File: src/rtl/rgcp_pkg.sv
// Shared types and constants for the r/c/g/p round-robin arbiter.
package rgcp_pkg;

    typedef enum logic [1:0] {
        IDLE = 2'd0,
        OWN  = 2'd1,
        GAP  = 2'd2
    } state_t;

    localparam int NREQ  = 4;
    localparam int IDX_R = 0;
    localparam int IDX_C = 1;
    localparam int IDX_G = 2;
    localparam int IDX_P = 3;

endpackage

File: src/rtl/rr_pick.sv
// Combinational round-robin pick: rotate requests so ptr sits at bit 0,
// take the lowest set bit, then map the offset back to an absolute index.
module rr_pick
    import rgcp_pkg::*;
(
    input  logic [NREQ-1:0] req,
    input  logic [1:0]      ptr,
    output logic            vld,
    output logic [1:0]      idx
);

    logic [2*NREQ-1:0] dbl;
    logic [NREQ-1:0]   rot;
    logic [1:0]        off;

    always_comb begin
        dbl = {req, req} >> ptr;
        rot = dbl[NREQ-1:0];
        off = 2'd0;
        for (int i = NREQ - 1; i >= 0; i--) begin
            if (rot[i]) off = 2'(i);
        end
        vld = |req;
        idx = ptr + off;
    end

endmodule

File: src/rtl/rgcp_rr_arbiter.sv
// Round-robin owner of the shared line b among requesters r, c, g, p.
// Ownership ends on done, request drop, or hold expiry; one GAP cycle follows.
//
//  state | meaning
//  IDLE  | no owner, arbitrate pending requests
//  OWN   | sel drives b, hold counter running
//  GAP   | one-cycle bus turnaround, b forced low
module rgcp_rr_arbiter
    import rgcp_pkg::*;
#(
    parameter int HOLD_MAX = 8,
    parameter int CNT_W    = 4
)
(
    input  logic            clk,
    input  logic            rst_n,
    input  logic [NREQ-1:0] req,
    input  logic [NREQ-1:0] dat,
    input  logic [NREQ-1:0] done,
    output logic [NREQ-1:0] gnt,
    output logic [1:0]      sel,
    output logic            b,
    output logic            busy,
    output logic            tout
);

    localparam logic [CNT_W-1:0] CNT_LAST = CNT_W'(HOLD_MAX - 1);

    state_t            state_q;
    logic [NREQ-1:0]   gnt_q;
    logic [1:0]        sel_q;
    logic [1:0]        ptr_q;
    logic [CNT_W-1:0]  cnt_q;
    logic [CNT_W-1:0]  cnt_d;
    logic              tout_q;

    logic              pick_vld;
    logic [1:0]        pick_idx;
    logic              own_rel;
    logic              own_exp;

    rr_pick u_pick (
        .req (req),
        .ptr (ptr_q),
        .vld (pick_vld),
        .idx (pick_idx)
    );

    // Expiry only counts as the cause when the owner neither released nor dropped.
    assign own_rel = done[sel_q] | ~req[sel_q];
    assign own_exp = (cnt_q == CNT_LAST);
    assign cnt_d   = own_exp ? cnt_q : cnt_q + 1'b1;

    always_ff @(posedge clk or negedge rst_n) begin
        if (!rst_n) begin
            state_q <= IDLE;
            gnt_q   <= '0;
            sel_q   <= 2'd0;
            ptr_q   <= 2'd0;
            cnt_q   <= '0;
            tout_q  <= 1'b0;
        end else begin
            tout_q <= 1'b0;
            case (state_q)
                IDLE: begin
                    if (pick_vld) begin
                        gnt_q   <= NREQ'(1) << pick_idx;
                        sel_q   <= pick_idx;
                        ptr_q   <= pick_idx + 2'd1;
                        cnt_q   <= '0;
                        state_q <= OWN;
                    end
                end
                OWN: begin
                    cnt_q <= cnt_d;
                    if (own_rel || own_exp) begin
                        gnt_q   <= '0;
                        tout_q  <= own_exp & ~own_rel;
                        state_q <= GAP;
                    end
                end
                GAP:     state_q <= IDLE;
                default: state_q <= IDLE;
            endcase
        end
    end

    assign gnt  = gnt_q;
    assign sel  = sel_q;
    assign tout = tout_q;
    assign busy = (state_q != IDLE);
    assign b    = (state_q == OWN) ? dat[sel_q] : 1'b0;

endmodule
File: config.mk
export PLATFORM = sky130hd
export DESIGN_NAME = rgcp_rr_arbiter
export DESIGN_NICKNAME = d
export VERILOG_FILES = /design/src/rtl/rgcp_pkg.sv /design/src/rtl/rr_pick.sv /design/src/rtl/rgcp_rr_arbiter.sv
export SDC_FILE = /design/constraint.sdc
export NUM_CORES = 1
export LEC_CHECK = 0
export ABC_AREA = 1
export ABC_CLOCK_PERIOD_IN_PS = 1900
export CORE_MARGIN = 3
export CORE_UTILIZATION = 47
export CTS_CLUSTER_DIAMETER = 50
export DETAILED_ROUTE_END_ITERATION = 16
export GPL_TIMING_DRIVEN = 0
export PLACE_DENSITY_LB_ADDON = 0.15
export SLEW_MARGIN = 20
export SYNTH_ARGS = -nofsm -noshare
export SYNTH_HDL_FRONTEND = slang
export SYNTH_SLANG_ARGS = --single-unit
File: constraint.sdc
create_clock -name clk -period 1.9 [get_ports clk]
set_input_delay 0.38 -clock clk [delete_from_list [all_inputs] [get_ports clk]]
set_output_delay 0.38 -clock clk [all_outputs]
set_load 0.02 [all_outputs]
==> key figures, run 1 <==
Worst setup path
  • FF-to-FF Start: ptr_q[0]$_DFFE_PN0P_
  • CP Max Fanout: 5
  • Delay-heaviest family, CP: flip-flops
  • Slowest cell delay on critical path: 460 ps
  • CP Cell Sequence: buf_4 > nand2_1 > nand3_1 > nand3_1 > a21boi_1 > ha_2 > inv_1 > nor2_2 > inv_1 > a21oi_1 > nor2_1
  • WP buf/inv: 3
  • Crit-path slowest cell: dfrtp_2
  • Critical Path RT: 2080 ps
  • R2R cell count: 11
  • Worst reg2reg setup slack: 80 ps
  • Startpoint Class: flip-flop
  • Worst reg2reg endpoint: ptr_q[1]$_DFFE_PN0P_
  • Worst Path Arrival: 2000 ps
  • Setup Crit Path Kind: flip-flop to flip-flop
  • Critical Path End Type: flip-flop

Timing
  • TNS Setup: 0 ps
  • Final hold vios: 0
  • RSZ-0062 raised after global routing: true
  • Slew @ Worst Pin: 659 ps
  • # setup viols final: 0
  • Clock Skews: 4.05 ps
  • Fmax: 0.550 GHz
  • Fin Hold WS: 492 ps
  • Worst relative slew slack: 55.9%
  • Crit path time final: 1820 ps
  • Max-slew violations: 0
  • Fin crit share: 95.8%

Yosys
  • Largest family of logic cells by synthesized area: simple AND/OR/NAND/NOR gates
  • Sequential-to-total area share from yosys stat: 41.2%
  • Yosys cell types: 22
  • Async set-reset flop share out of synthesis: 100%
  • Post-synth EDFFs: 0
  • Yosys reg bits: 15
  • Avg Cell Area, Syn: 7.48 um2
  • Syn Nets: 138
  • Post-synthesis simple-gate area fraction: 37.0%
  • Ys Warns: 0
  • Top_reg_cell synth: dfrtp_1
  • Multiplexer share of the synthesized area: 0%
  • Compound-cell area share of the yosys netlist: 9.60%
  • XOR/XNOR Fraction of Synth Area: 1.92%
  • Syn Inst Count: 122
  • Netlist Area Pre-Place: 912 um2
  • Post-Synth Adder-Cell Area: 2.74%

GRT
  • Antenna violations before repair: 0
  • Vias in the first global route: 899
  • Total track usage: 18.5%
  • Grt ovf: 0
  • Global-route wire length before repair: 3.60 mm
  • Largest net degree at the start of global routing: 16

Clock network
  • H-tree Lvls: 1
  • CTS tree: built
  • Clk sinks: 15
  • CTS Root Cell: clkbuf_4
  • Total CTS buffers: 3
  • Clk_lat worst skew: 280 ps
  • CTS Buffer Depth: 2
  • Reg clk slew, reported paths: 90 ps
  • Cts hold-fix bufs: 0

Route
  • Antenna-violating nets left: 0
  • Iter 0 DRT Violations: 11
  • First-pass iteration count of the detailed router: 4
  • Vias per cell: 4.99
  • DR vias: 873
  • Routed WL per cell: 11.5 um
  • DRC: 0
  • Wire length after detailed routing: 2.01 mm

Final layout
  • Final nets: 167
  • Share of layout cells above drive strength 1: 18.7%
  • Area Growth Syn to Fin: 34.6%
  • FILL cells: 152
  • Multi-input gate area: 485 um2
  • Final core occ: 68.8%
  • ANT cells: 0
  • Fin area: 1230 um2
  • Storage cell area: 378 um2

Pwr
  • Clock share of power: 8.6%
  • Pwr Total: 2.13 mW
  • Internal Power: 1.08 mW
  • Pwr/cell area: 1730 nW/um2
  • Comb pwr share: 64.7%
  • Net Sw Power: 1.05 mW
  • Reg power frac: 26.7%
  • Worst VDD drop: 0.863 mV
  • Switching share of power: 49.2%
  • Leak pwr: 0.597 nW

Floorplanning
  • DIE WIDTH: 50.1 um
  • I/O Pins: 23
  • Die height: 50.1 um
  • Total core area: 1780 um2
  • FP Rows: 15
  • Die area: 2510 um2
  • Initial core utilization: 51.2%

Status
  • Status: finished clean

Worst hold path
  • Hold Path Class: primary input to async pin

Placement
  • Placed Area: 1160 um2
  • GP Congestion: 0.813
  • Detail Placement HPWL: 1.44 mm
  • Port bufs: 22

Job
  • Maxcap violations: 0
-- kinds of logic after synthesis --
| kind of cell | count (synthesis) |
|---|---|
| xor gates and xnor gates | 2 |
| adders and majority gates | 2 |
| AOI/OAI and AO/OA | 16 |
| buffers and inverters | 18 |
| DFF | 15 |
| and+or+nand+nor | 69 |
-- repair_timing --
| item | CTS | global route |
|---|---|---|
| buffers inserted | 0 | 2 |
| endpoints found under the setup margin | 7 | 7 |
| pin swaps | 0 | 1 |
| gates resized for setup | 9 | 9 |
| gates cloned | 0 | 0 |
-- cell type report --
| class | instances | area share [%] |
|---|---|---|
| multi-input combinational | 89 | 39.6 |
| inverter | 18 | 6.01 |
| tap | 25 | 2.55 |
| timing repair buffer | 24 | 19.0 |
| sequential | 15 | 30.8 |
| clock buffer | 4 | 2.14 |
-- placed cells by master, fill, tap and decap left out, types with 3 or more instances in the layout --
master,n
nand2_1,25
clkdlybuf4s50_1,17
nand3_1,15
inv_1,14
dfrtp_1,13
nor2_1,9
nand2_2,7
o21ai_0,7
a21oi_1,4
nand3b_1,4
nor2_2,3
clkbuf_4,3
-- flip-flops by register name, summed over array words and instances (netlist names) --
signal   count
gnt          4
tout         1
state_q      2
ptr_q        2
sel          2
cnt_q        4
-- cells in the mapped netlist (2+ instances only) --
| master | count | area share [%] |
|---|---|---|
| nand2_1 | 25 | 10 |
| dfrtp_1 | 15 | 41 |
| inv_1 | 15 | 6.2 |
| nand3_1 | 15 | 8.2 |
| nor2_1 | 12 | 4.9 |
| nand2_2 | 7 | 4.8 |
| o21ai_0 | 7 | 3.8 |
| a21oi_1 | 4 | 2.2 |
| nand3b_1 | 4 | 3.3 |
| ha_1 | 2 | 2.7 |
| inv_2 | 2 | 0.82 |
| nand3_2 | 2 | 2.2 |
| o21ai_1 | 2 | 1.1 |
| xnor2_1 | 2 | 1.9 |
-- per-stage QoR --
step,std cells,setup slack [ps]
2_1_floorplan,122,196
4_1_cts,173,9.01
3_3_place_gp,169,-342
5_1_grt,175,-25.1
6_report,175,80.6
3_5_place_dp,169,-345
-- worst max-delay path by stage --
| stage | start | to | slack, ps | depth (start not counted) |
|---|---|---|---|---|
| after floorplan | ptr_q[0]$_DFFE_PN0P_ | sel[1]$_DFFE_PN0P_ | 200 | 13 |
| after global routing | ptr_q[0]$_DFFE_PN0P_ | gnt[2]$_DFFE_PN0P_ | -30 | 11 |
| after CTS | req[0] | gnt[3]$_DFFE_PN0P_ | 9 | 13 |
| after global placement | req[3] | gnt[2]$_DFFE_PN0P_ | -340 | 13 |
| final | ptr_q[0]$_DFFE_PN0P_ | ptr_q[1]$_DFFE_PN0P_ | 80 | 11 |
| after detailed placement | req[1] | sel[1]$_DFFE_PN0P_ | -350 | 13 |
-- power groups by stage --
stage	Clock, mW	Sequential (mW)	Combinational, mW
after CTS	0.186	0.561	1.33
after detailed placement	0	0.562	1.26
after global placement	0	0.556	1.24
after floorplan	0	0.599	0.876
after global routing	0.196	0.586	1.56
final	0.184	0.568	1.38
-- metal layers --
metal	wire [um]	up-vias	track usage, %
met2	889	25	30.7
li1	-	452	-
met1	955	391	22.4
met3	128	5	4.23
met4	38	0	8.76
met5	0	-	0
(Power assumes the default switching activity.)
==> run 2, diff against run 1 <==
--- a/config.mk
+++ b/config.mk
@@ -10,6 +10,7 @@
 export CORE_MARGIN = 3
 export CORE_UTILIZATION = 47
 export CTS_CLUSTER_DIAMETER = 50
+export CTS_CLUSTER_SIZE = 30
 export DETAILED_ROUTE_END_ITERATION = 16
 export GPL_TIMING_DRIVEN = 0
 export PLACE_DENSITY_LB_ADDON = 0.15
==> results of run 2 <==
No change in the layout: final DEF, timing and power equal those of run 1.
==> run 3, diff against run 2 <==
--- a/config.mk
+++ b/config.mk
@@ -7,13 +7,13 @@
 export LEC_CHECK = 0
 export ABC_AREA = 1
 export ABC_CLOCK_PERIOD_IN_PS = 1900
-export CORE_MARGIN = 3
 export CORE_UTILIZATION = 47
 export CTS_CLUSTER_DIAMETER = 50
 export CTS_CLUSTER_SIZE = 30
 export DETAILED_ROUTE_END_ITERATION = 16
 export GPL_TIMING_DRIVEN = 0
 export PLACE_DENSITY_LB_ADDON = 0.15
+export SKIP_CTS_REPAIR_TIMING = 1
 export SLEW_MARGIN = 20
 export SYNTH_ARGS = -nofsm -noshare
 export SYNTH_HDL_FRONTEND = slang
==> key figures, run 3 (synthesized netlist as in run 1, its figures left out) <==
Placement
  • Setup WS pre-CTS: -364 ps (-18.6 ps)
  • Detail Placement HPWL: 1.43 mm (-0.99%)
  • Cell total after placement: 169 (unchanged)
  • Placed Area: 1160 um2 (unchanged)
  • GP Congestion: 0.772 (-5.0%)
  • Port bufs: 22 (unchanged)

Route
  • DR vias: 890 (+1.9%)
  • Routed WL per cell: 11.0 um (-4.4%)
  • DRC: 0 (unchanged)
  • First-pass iteration count of the detailed router: 4 (unchanged)
  • Wire length after detailed routing: 1.93 mm (-3.8%)
  • Vias per cell: 5.06 (+1.4%)
  • Antenna-violating nets left: 0 (unchanged)
  • Iter 0 DRT Violations: 18 (+7)

Pwr
  • Worst VDD drop: 1.13 mV (+31%)
  • Leak pwr: 0.640 nW (+7.3%)
  • Pwr/cell area: 1700 nW/um2 (-1.9%)

GRT
  • Global-route wire length before repair: 2.86 mm (-20%)
  • Antenna violations before repair: 0 (unchanged)
  • Grt ovf: 0 (unchanged)
  • Largest net degree at the start of global routing: 16 (unchanged)
  • Vias in the first global route: 704 (-22%)
  • Total track usage: 19.3% (+0.76 points)

Clock network
  • Total CTS buffers: 3 (unchanged)
  • H-tree Lvls: 1 (unchanged)
  • CTS tree: built
  • Clk sinks: 15 (unchanged)
  • Reg clk slew, reported paths: 80 ps (about the same)
  • CTS Root Cell: clkbuf_4
  • CTS Buffer Depth: 2 (unchanged)
  • Clk_lat worst skew: 280 ps (about the same)

Final layout
  • Fin area: 1250 um2 (+2.1%)
  • Commonest non-fill, non-tap cell in the layout: nand2_1
  • Final nets: 168 (+0.60%)
  • FILL cells: 162 (+6.6%)
  • Area Growth Syn to Fin: 37.4%
  • ANT cells: 0 (unchanged)
  • Share of layout cells above drive strength 1: 19.2% (+0.54 points)
  • Final Non-Filler Cells: 176 (+0.57%)
  • Final core occ: 71.1% (+2.2 points)
  • Commonest non-fill, non-tap cells in the layout: 24 x nand2_1, 16 x clkdlybuf4s50_1, 15 x nand3_1

Timing
  • Final worst slack: 100 ps (+19.9 ps)
  • Worst relative slew slack: 56.6% (+0.69 points)
  • Fmax: 0.556 GHz (+1.1%)
  • Slew @ Worst Pin: 648 ps (-10.4 ps)
  • Fin crit share: 94.7% (-1.0 points)
  • Final hold vios: 0 (unchanged)
  • Clock Skews: 1.74 ps (-2.31 ps)
  • # setup viols final: 0 (unchanged)
  • TNS Setup: 0 ps (unchanged)
  • Crit path time final: 1800 ps (-19.9 ps)
  • Max-slew violations: 0 (unchanged)

Floorplanning
  • FP Rows: 15 (unchanged)
  • Initial core utilization: 51.7% (+0.54 points)
  • DIE WIDTH: 46.1 um (-8.0%)
  • Die height: 46.1 um (-8.0%)
  • I/O Pins: 23 (unchanged)
  • Total core area: 1760 um2 (-1.1%)
  • Die area: 2120 um2 (-15%)

Worst setup path
  • CP Max Fanout: 6 (+1)
  • Startpoint Class: flip-flop
  • Critical Path End Type: flip-flop
  • WP buf/inv: 1 (-2)
  • CP Cell Sequence: inv_4 > nand2_1 > nand3_1 > nand3_1 > a21boi_2 > ha_2 > nor2_1 > nand3_2 > nand2_1 > nor2_1
  • Setup Crit Path Kind: flip-flop to flip-flop
  • Slowest cell delay on critical path: 460 ps (about the same)
  • Crit-path slowest cell: dfrtp_2
  • Worst Path Arrival: 1980 ps (-20 ps)
  • Critical Path RT: 2080 ps (about the same)
  • Delay-heaviest family, CP: simple AND/OR/NAND/NOR gates

Worst hold path
  • Hold Path Class: primary input to async pin

Job
  • Maxcap violations: 0 (unchanged)

Status
  • Status: finished clean
-- run 3: cell type report --
cell class	instances	area, um2	share of cell area [%]
clock buffers	4	26.3	2.10
well taps	25	31.3	2.50
inverters	18	71.3	5.69
multi-input cells	89	489	39.0
repair buffers	25	258	20.6
flip-flops and latches	15	378	30.1
-- run 3: path summary, 6_finish.rpt --
path	from	to	slack (ps)	cells past startpoint
min reg2reg	cnt_q[1]$_DFFE_PN0P_	cnt_q[1]$_DFFE_PN0P_	520	2
max in group asynchronous	rst_n	ptr_q[1]$_DFFE_PN0P_	950	1
max reg2reg	ptr_q[0]$_DFFE_PN0P_	ptr_q[1]$_DFFE_PN0P_	100	10
min	rst_n	cnt_q[2]$_DFFE_PN0P_	490	1
min in group clk	cnt_q[1]$_DFFE_PN0P_	cnt_q[1]$_DFFE_PN0P_	520	2
max	ptr_q[0]$_DFFE_PN0P_	ptr_q[1]$_DFFE_PN0P_	100	10
-- run 3: stage by stage --
step / hold slack (ps) / power (mW)
after floorplan: 84.4 / 1.48
after global placement: 485 / 1.79
after detailed placement: 512 / 1.82
after CTS: 514 / 2.01
after global routing: 551 / 2.33
final: 491 / 2.13
-- run 3: routing by layer --
layer | routed length [um] | up-vias | track usage (%) | part of all wire (%)
met5 | 0 | - | 0 | 0
met4 | 44 | 0 | 12.4 | 2.3
met3 | 126 | 5 | 3.14 | 6.5
met2 | 862 | 28 | 28.5 | 45
met1 | 902 | 402 | 26.1 | 47
li1 | - | 455 | - | -
-- run 3: worst reg2reg max path, delay by kind of cell, from the launching register on --
family | cells | cell delay, ps
simple gates | 7 | 710
flops | 1 | 460
fa+ha+maj | 1 | 290
compound gates | 1 | 150
buf+inv | 1 | 90
-- run 3: power by group --
part | internal [mW] | leakage [nW] | switching, mW
Combinational | 0.578 | 0.437 | 0.811
Sequential | 0.448 | 0.188 | 0.116
Clock | 0.0815 | 0.0150 | 0.0966
